### config.mk
export PLATFORM = sky130hd
export DESIGN_NAME = bcd_updown_counter
export DESIGN_NICKNAME = d
export VERILOG_FILES = /design/src/rtl/bcd_updown_counter.sv
export SDC_FILE = /design/constraint.sdc
export NUM_CORES = 1
export LEC_CHECK = 0
export ABC_AREA = 1
export CAP_MARGIN = 0
export CORE_MARGIN = 2
export CORE_UTILIZATION = 40
export DETAILED_ROUTE_END_ITERATION = 7
export MAX_ROUTING_LAYER = met4
export PLACE_DENSITY = 0.65
export SKIP_LAST_GASP = 1
export SYNTH_ARGS = -nofsm -noshare
export SYNTH_HDL_FRONTEND = slang
export SYNTH_SLANG_ARGS = --single-unit
### constraint.sdc
create_clock -name clk -period 1.8 [get_ports clk]
set_input_delay 0.27 -clock clk [delete_from_list [all_inputs] [get_ports clk]]
set_output_delay 0.27 -clock clk [all_outputs]
set_load 0.03 [all_outputs]
### src/rtl/bcd_updown_counter.sv
// bcd_updown_counter: multi-digit BCD up/down counter with synchronous clear,
// parallel load with per-digit clamping, and a wrap or saturate mode at the
// terminal value. tc is combinational so instances can be cascaded.
module bcd_updown_counter #(
    parameter int DIGITS   = 4,
    parameter bit SATURATE = 1'b0
) (
    input  logic                  clk,
    input  logic                  reset_n,
    input  logic                  enable,
    input  logic                  up_down,
    input  logic                  clear,
    input  logic                  load,
    input  logic [4*DIGITS-1:0]   load_value,
    output logic [4*DIGITS-1:0]   Q,
    output logic                  tc,
    output logic                  load_err
);

    logic                  all_nines;
    logic                  all_zeros;
    logic                  at_terminal;
    logic [4*DIGITS-1:0]   step_q;
    logic [4*DIGITS-1:0]   clamped_value;
    logic                  load_bad;
    logic [4*DIGITS-1:0]   next_q;
    logic                  next_err;

    // Detect the two terminal patterns across all digits of the current count.
    always_comb begin
        all_nines = 1'b1;
        all_zeros = 1'b1;
        for (int k = 0; k < DIGITS; k++) begin
            if (Q[4*k +: 4] != 4'd9) all_nines = 1'b0;
            if (Q[4*k +: 4] != 4'd0) all_zeros = 1'b0;
        end
    end

    assign at_terminal = up_down ? all_nines : all_zeros;
    assign tc          = enable & at_terminal;

    // Single-cycle ripple of carry (up) or borrow (down) from the LSD upward.
    always_comb begin
        logic       chain;
        logic [3:0] d;
        step_q = Q;
        chain  = 1'b1;
        for (int k = 0; k < DIGITS; k++) begin
            d = Q[4*k +: 4];
            if (chain) begin
                if (up_down) step_q[4*k +: 4] = (d >= 4'd9) ? 4'd0 : d + 4'd1;
                else         step_q[4*k +: 4] = (d == 4'd0) ? 4'd9 : d - 4'd1;
            end
            chain = chain & (up_down ? (d == 4'd9) : (d == 4'd0));
        end
    end

    // Clamp any non-BCD load digit to 9 and flag that a clamp happened.
    always_comb begin
        clamped_value = load_value;
        load_bad      = 1'b0;
        for (int k = 0; k < DIGITS; k++) begin
            if (load_value[4*k +: 4] > 4'd9) begin
                clamped_value[4*k +: 4] = 4'd9;
                load_bad                = 1'b1;
            end
        end
    end

    // Select the next count and error flag with clear > load > enable > hold.
    always_comb begin
        next_q   = Q;
        next_err = 1'b0;
        if (clear) begin
            next_q   = '0;
            next_err = 1'b0;
        end else if (load) begin
            next_q   = clamped_value;
            next_err = load_bad;
        end else if (enable) begin
            if (SATURATE && at_terminal) next_q = Q;
            else                         next_q = step_q;
        end
    end

    // Count and error registers with asynchronous active-low reset.
    always_ff @(posedge clk or negedge reset_n) begin
        if (!reset_n) begin
            Q        <= '0;
            load_err <= 1'b0;
        end else begin
            Q        <= next_q;
            load_err <= next_err;
        end
    end

endmodule

==> results.cfg, run 1 <==
[place]
gp_congestion = 0.900
portBuffers = 39
pre_cts_slack_ns = -0.0109
dpl.hpwl_um = 4340

[yosys]
yosysMostFrequentCell = nand2_1
ys_warn_count = 0
synth-edff-count = 0
syn_area_um2 = 1900
ys_top_cells_by_area = dfrtp_1, nand2_1, nand3_1
synthDistinctLibCells = 29
yosysTopAreaCell = dfrtp_1
synthArstFlopShare_pct = 100
synth-seq-area-share_pct = 22.4
ys.flop_type = dfrtp_1
netlist_instances = 316
ys_seq_elements = 17
post-synth-top-area-fraction_pct = 22.4
synthTopCellsByCount = nand2_1, inv_1, nand3_1, nor2_1
synth_nets = 351
avgSynthCellArea_um2 = 6.01

[timing]
setup_viol = 1
slew_viol_final = 0
tightest_slew_ns = 0.375
setup_tns_ns = -0.0378
clock_skew_ns = 0.00188
maxSlewHeadroom_pct = 74.7
period_needed_ns = 1.84
setup_ws_ns = -0.0378
fmax_mhz = 544
grt_setup_unrepaired = yes
hold_viol_final = 0
fin_crit_sh_pct = 102

[job]
max-cap-violations = 0

[route]
vias = 2262
viasPerCell = 4.99
wl_per_cell_um = 12.4
initialDrtViolationCount = 114
drt-total-wl_um = 5600
postRouteAntennaNets = 0
route.detailed.drc = 0
dr.pass1.iters = 4

[run_status]
violations = negative setup slack
status = complete, but fails checks

[critical_path]
r2r-start = Q[1]
critPathLaunchType = register
required_ns = 1.53
critical_path_arrival_ns = 1.57
timing.rr.end = Q[14]
cp-end-kind = primary output
reg2reg_setup_slack_ns = 0.24
reg2reg_depth = 10
path_class = reg2out
crit_start = Q[5]
cp_max_fo = 3

[grt]
overflow = 0
grt_max_degree = 18
grt_antenna_before_repair = 0
track_usage_pct = 23.0
grt_pass1_vias = 2082
grt_pass1_wl_um = 9270

[clock_tree]
cts_made_buffers = 3
clock_path_buffers = 2
cts_tree = done
cts_hold_buf = 0
root_buffer = clkbuf_8
clkTransAtPathRegs_ns = 0.07
cts_max_level = 1
numClockSinks = 17
clk_latency_ns = 0.26

[layout]
drive_above_1_share_pct = 25.3
final_nets = 435
n_antenna_cell = 0
fill_cells = 439
area.growth.synth_to_final_pct = 50.9

[floorplan]
io_pins = 40
rows = 25
core-area_um2 = 4660
dieWidth_um = 72.9
die_area_um2 = 5320
die_h_um = 72.9
floorplan.initialDensity_pct = 40.8

[power]
peakVddDrop_uv = 407
power_density_nw_per_um2 = 702
leakage_nw = 1.47

[min_path]
hold_class = in2async
==> registers in the layout, summed over array words and instances, names as in the netlist <==
name and cells:
load_err 1, Q 16
==> area by class of cell <==
class	instances	area [um^2]	share of cell area (%)
Clock buffer	4	45.0	1.57
Inverter	41	154	5.37
Multi-Input combinational cell	249	1410	49.0
Sequential cell	17	430	15.0
Tap cell	54	67.6	2.36
Timing Repair Buffer	88	764	26.7
==> where the power goes <==
group | internal [W] | switching (W) | leakage, nW
combinational | 0.000541 | 0.000679 | 1.23
sequential | 0.000435 | 0.0000552 | 0.215
clock | 0.000158 | 0.000146 | 0.0228
==> per-layer routing <==
layer	routed length (um)	global-route usage, %
met5	0	-
met4	76	5.76
met3	157	2.07
met2	2760	39.3
met1	2610	29.2
==> worst max path at each step <==
stage	cells past startpoint	slack, ns	to
6_report	7	-0.04	tc
5_1_grt	7	-0.12	tc
4_1_cts	7	-0.09	tc
3_5_place_dp	9	-0.01	Q[13]
3_3_place_gp	6	0.007	Q[8]
2_1_floorplan	6	0.003	tc
==> worst max-delay path, cell delays in order, from the launching register on <==
cell and delay (ns):
dfrtp_1 0.38, inv_2 0.11, ha_4 0.16, nand2_4 0.06, nor3_4 0.20, nand3_2 0.12, a21oi_4 0.13, buf_6 0.14
==> cell usage in the layout, fill, tap and decap left out, types with 13 or more instances in the layout <==
cell type          n
nand2_1          106
clkdlybuf4s50_1   36
nand3_1           33
a21oi_1           16
inv_1             28
nor2_1            18
o21ai_0           17
inv_2             13
buf_4             48
dfrtp_1           13
==> metrics by stage <==
| stage | total power, W | util, % | area (um^2) | instances | hold WS [ns] |
|---|---|---|---|---|---|
| 3_5_place_dp | 0.00158 | 55.8 | 2600 | 439 | 0.563 |
| 6_report | 0.00201 | 61.5 | 2870 | 453 | 0.333 |
| 2_1_floorplan | 0.00114 | - | 1910 | 316 | -0.0256 |
| 5_1_grt | 0.00219 | 61.5 | 2870 | 453 | 0.365 |
| 3_3_place_gp | 0.00157 | 55.8 | 2600 | 439 | 0.564 |
| 4_1_cts | 0.00194 | 58.9 | 2750 | 450 | 0.345 |
==> what timing repair did <==
item                                   4_1_cts  5_1_grt
setup endpoints to repair                    2        2
setup buffers                                7        3
resized for setup                           18       24
gates cloned                                 0        0
endpoints found under the hold margin        0        0
pin swaps                                    5        9
==> kinds of logic (layout without fill, tap and decap cells) <==
group	Yosys count	after routing	share of synthesized area, %
and+or+nand+nor	194	194	45.8
buffers and inverters	50	133	11.3
AOI/OAI and AO/OA	40	40	11.1
xor gates and xnor gates	2	2	0.922
adders and majority gates	13	13	8.56
DFF	17	17	22.4
Power figures use the tool's default switching activity.
==> inputs of run 2 (changes only) <==
CORE_UTILIZATION = 47   (was 40)
PLACE_DENSITY = 0.77   (was 0.65)
clock period = 1.5 ns   (was 1.8 ns; I/O delays follow)
==> results.cfg, run 2 (synthesized netlist as in run 1, its figures left out) <==
[layout]
largest_reg_flops = 16
area.growth.synth_to_final_pct = 62.7
final_cell_mix = nand2_1, buf_4, nand3_1
final_common_cell = nand2_1
stdcell_count = 472
finalInstanceArea_um2 = 3090
reg_top3 = Q: 16 flops, load_err: 1 flops
final_nets = 458
n_antenna_cell = 0
drive_above_1_share_pct = 33.9
largest-register = Q

[floorplan]
io_pins = 40
dieWidth_um = 67.6
die_area_um2 = 4570
core-area_um2 = 3940
floorplan.initialDensity_pct = 48.2
rows = 23
die_h_um = 67.6

[run_status]
violations = negative setup slack
status = complete, but fails checks

[power]
power_density_nw_per_um2 = 837
leakage_nw = 1.64
peakVddDrop_uv = 486

[route]
vias = 2544
route.detailed.drc = 0
postRouteAntennaNets = 0
drt-total-wl_um = 6590
viasPerCell = 5.39
initialDrtViolationCount = 162
dr.pass1.iters = 6
wl_per_cell_um = 14.0

[timing]
tightest_slew_ns = 0.313
slew_viol_final = 0
setup_viol = 15
maxSlewHeadroom_pct = 79.1
grt_setup_unrepaired = yes
fmax_mhz = 567
setup_ws_ns = -0.263
period_needed_ns = 1.76
hold_viol_final = 0
whs_ns = 0.295
clock_skew_ns = 0.00565
fin_crit_sh_pct = 118

[clock_tree]
clock_path_buffers = 2
cts_tree = done
cts_made_buffers = 3
numClockSinks = 17
cts_max_level = 1
root_buffer = clkbuf_8
cts_hold_buf = 0
clk_latency_ns = 0.26
clkTransAtPathRegs_ns = 0.07

[min_path]
hold_class = in2async

[critical_path]
reg2reg_setup_slack_ns = -0.14
critical_path_arrival_ns = 1.54
critPathLaunchType = register
cp-end-kind = primary output
cp_max_fo = 3
path_class = reg2out
required_ns = 1.27

[grt]
overflow = 0
grt_pass1_vias = 2391
grt_max_degree = 18
grt_pass1_wl_um = 10200
grt_antenna_before_repair = 0
track_usage_pct = 29.9

[place]
dpl.hpwl_um = 4720
portBuffers = 39
gp_congestion = 0.866
placed_area_um2 = 2840
dp.cells = 460

[job]
max-cap-violations = 0
-- run 2: changes by cell type in the layout (fill, tap and decap cells not counted), sizes merged --
cell           before  now
clkbuf              4    5
dlymetal6s2s        1    2
buf                50   74
dlygate4sd2         1   14
clkdlybuf4s50      36   20
-- run 2: stage by stage --
step	power [W]	worst slack (ns)	TNS, ns	utilization (%)
2_1_floorplan	0.00142	-0.0942	-0.0942	-
3_3_place_gp	0.00204	-0.200	-2.49	72.0
3_5_place_dp	0.00207	-0.241	-3.18	72.0
4_1_cts	0.00248	-0.260	-0.496	75.9
5_1_grt	0.00275	-0.330	-3.15	78.5
6_report	0.00259	-0.263	-1.47	78.5
-- run 2: final cells by class --
cell class	instances	area (um^2)
Clock buffer	4	45.0
Fill cell	307	850
Inverter	41	159
Multi-Input combinational cell	249	1460
Sequential cell	17	438
Tap cell	50	62.6
Timing Repair Buffer	111	927
-- run 2: final timing paths --
check,cells after the start,endpoint,from
max,7,tc,Q[1]
min,2,load_err,reset_n
max reg2reg,10,Q[14],Q[0]
min reg2reg,2,Q[10],Q[10]
max in group asynchronous,2,Q[11],reset_n
min in group clk,4,Q[8],up_down
-- run 2: power by group --
| part | switching [W] | internal, W |
|---|---|---|
| combinational | 0.000906 | 0.000725 |
| sequential | 0.0000718 | 0.000526 |
| clock | 0.000170 | 0.000189 |
-- run 2: critical path: stages (launching register included) --
cell	delay, ns
dfrtp_2	0.43
inv_4	0.08
ha_4	0.14
nand3_2	0.10
nor2_4	0.14
nand3_2	0.10
a21oi_4	0.15
buf_6	0.14
-- run 2: routing by layer --
metal / wire (um) / share of wire (%) / track usage (%) / vias up
met3: 418 / 6.3 / 3.50 / 30
li1: - / - / - / 1240
met4: 161 / 2.4 / 13.3 / 0
met1: 2670 / 40 / 34.3 / 1162
met5: 0 / 0 / - / -
met2: 3350 / 51 / 52.1 / 112
-- run 2: timing repair --
| item | CTS | global route |
|---|---|---|
| pin swaps | 11 | 11 |
| buffers inserted | 4 | 4 |
| gates resized for setup | 38 | 36 |
| setup endpoints to repair | 25 | 20 |
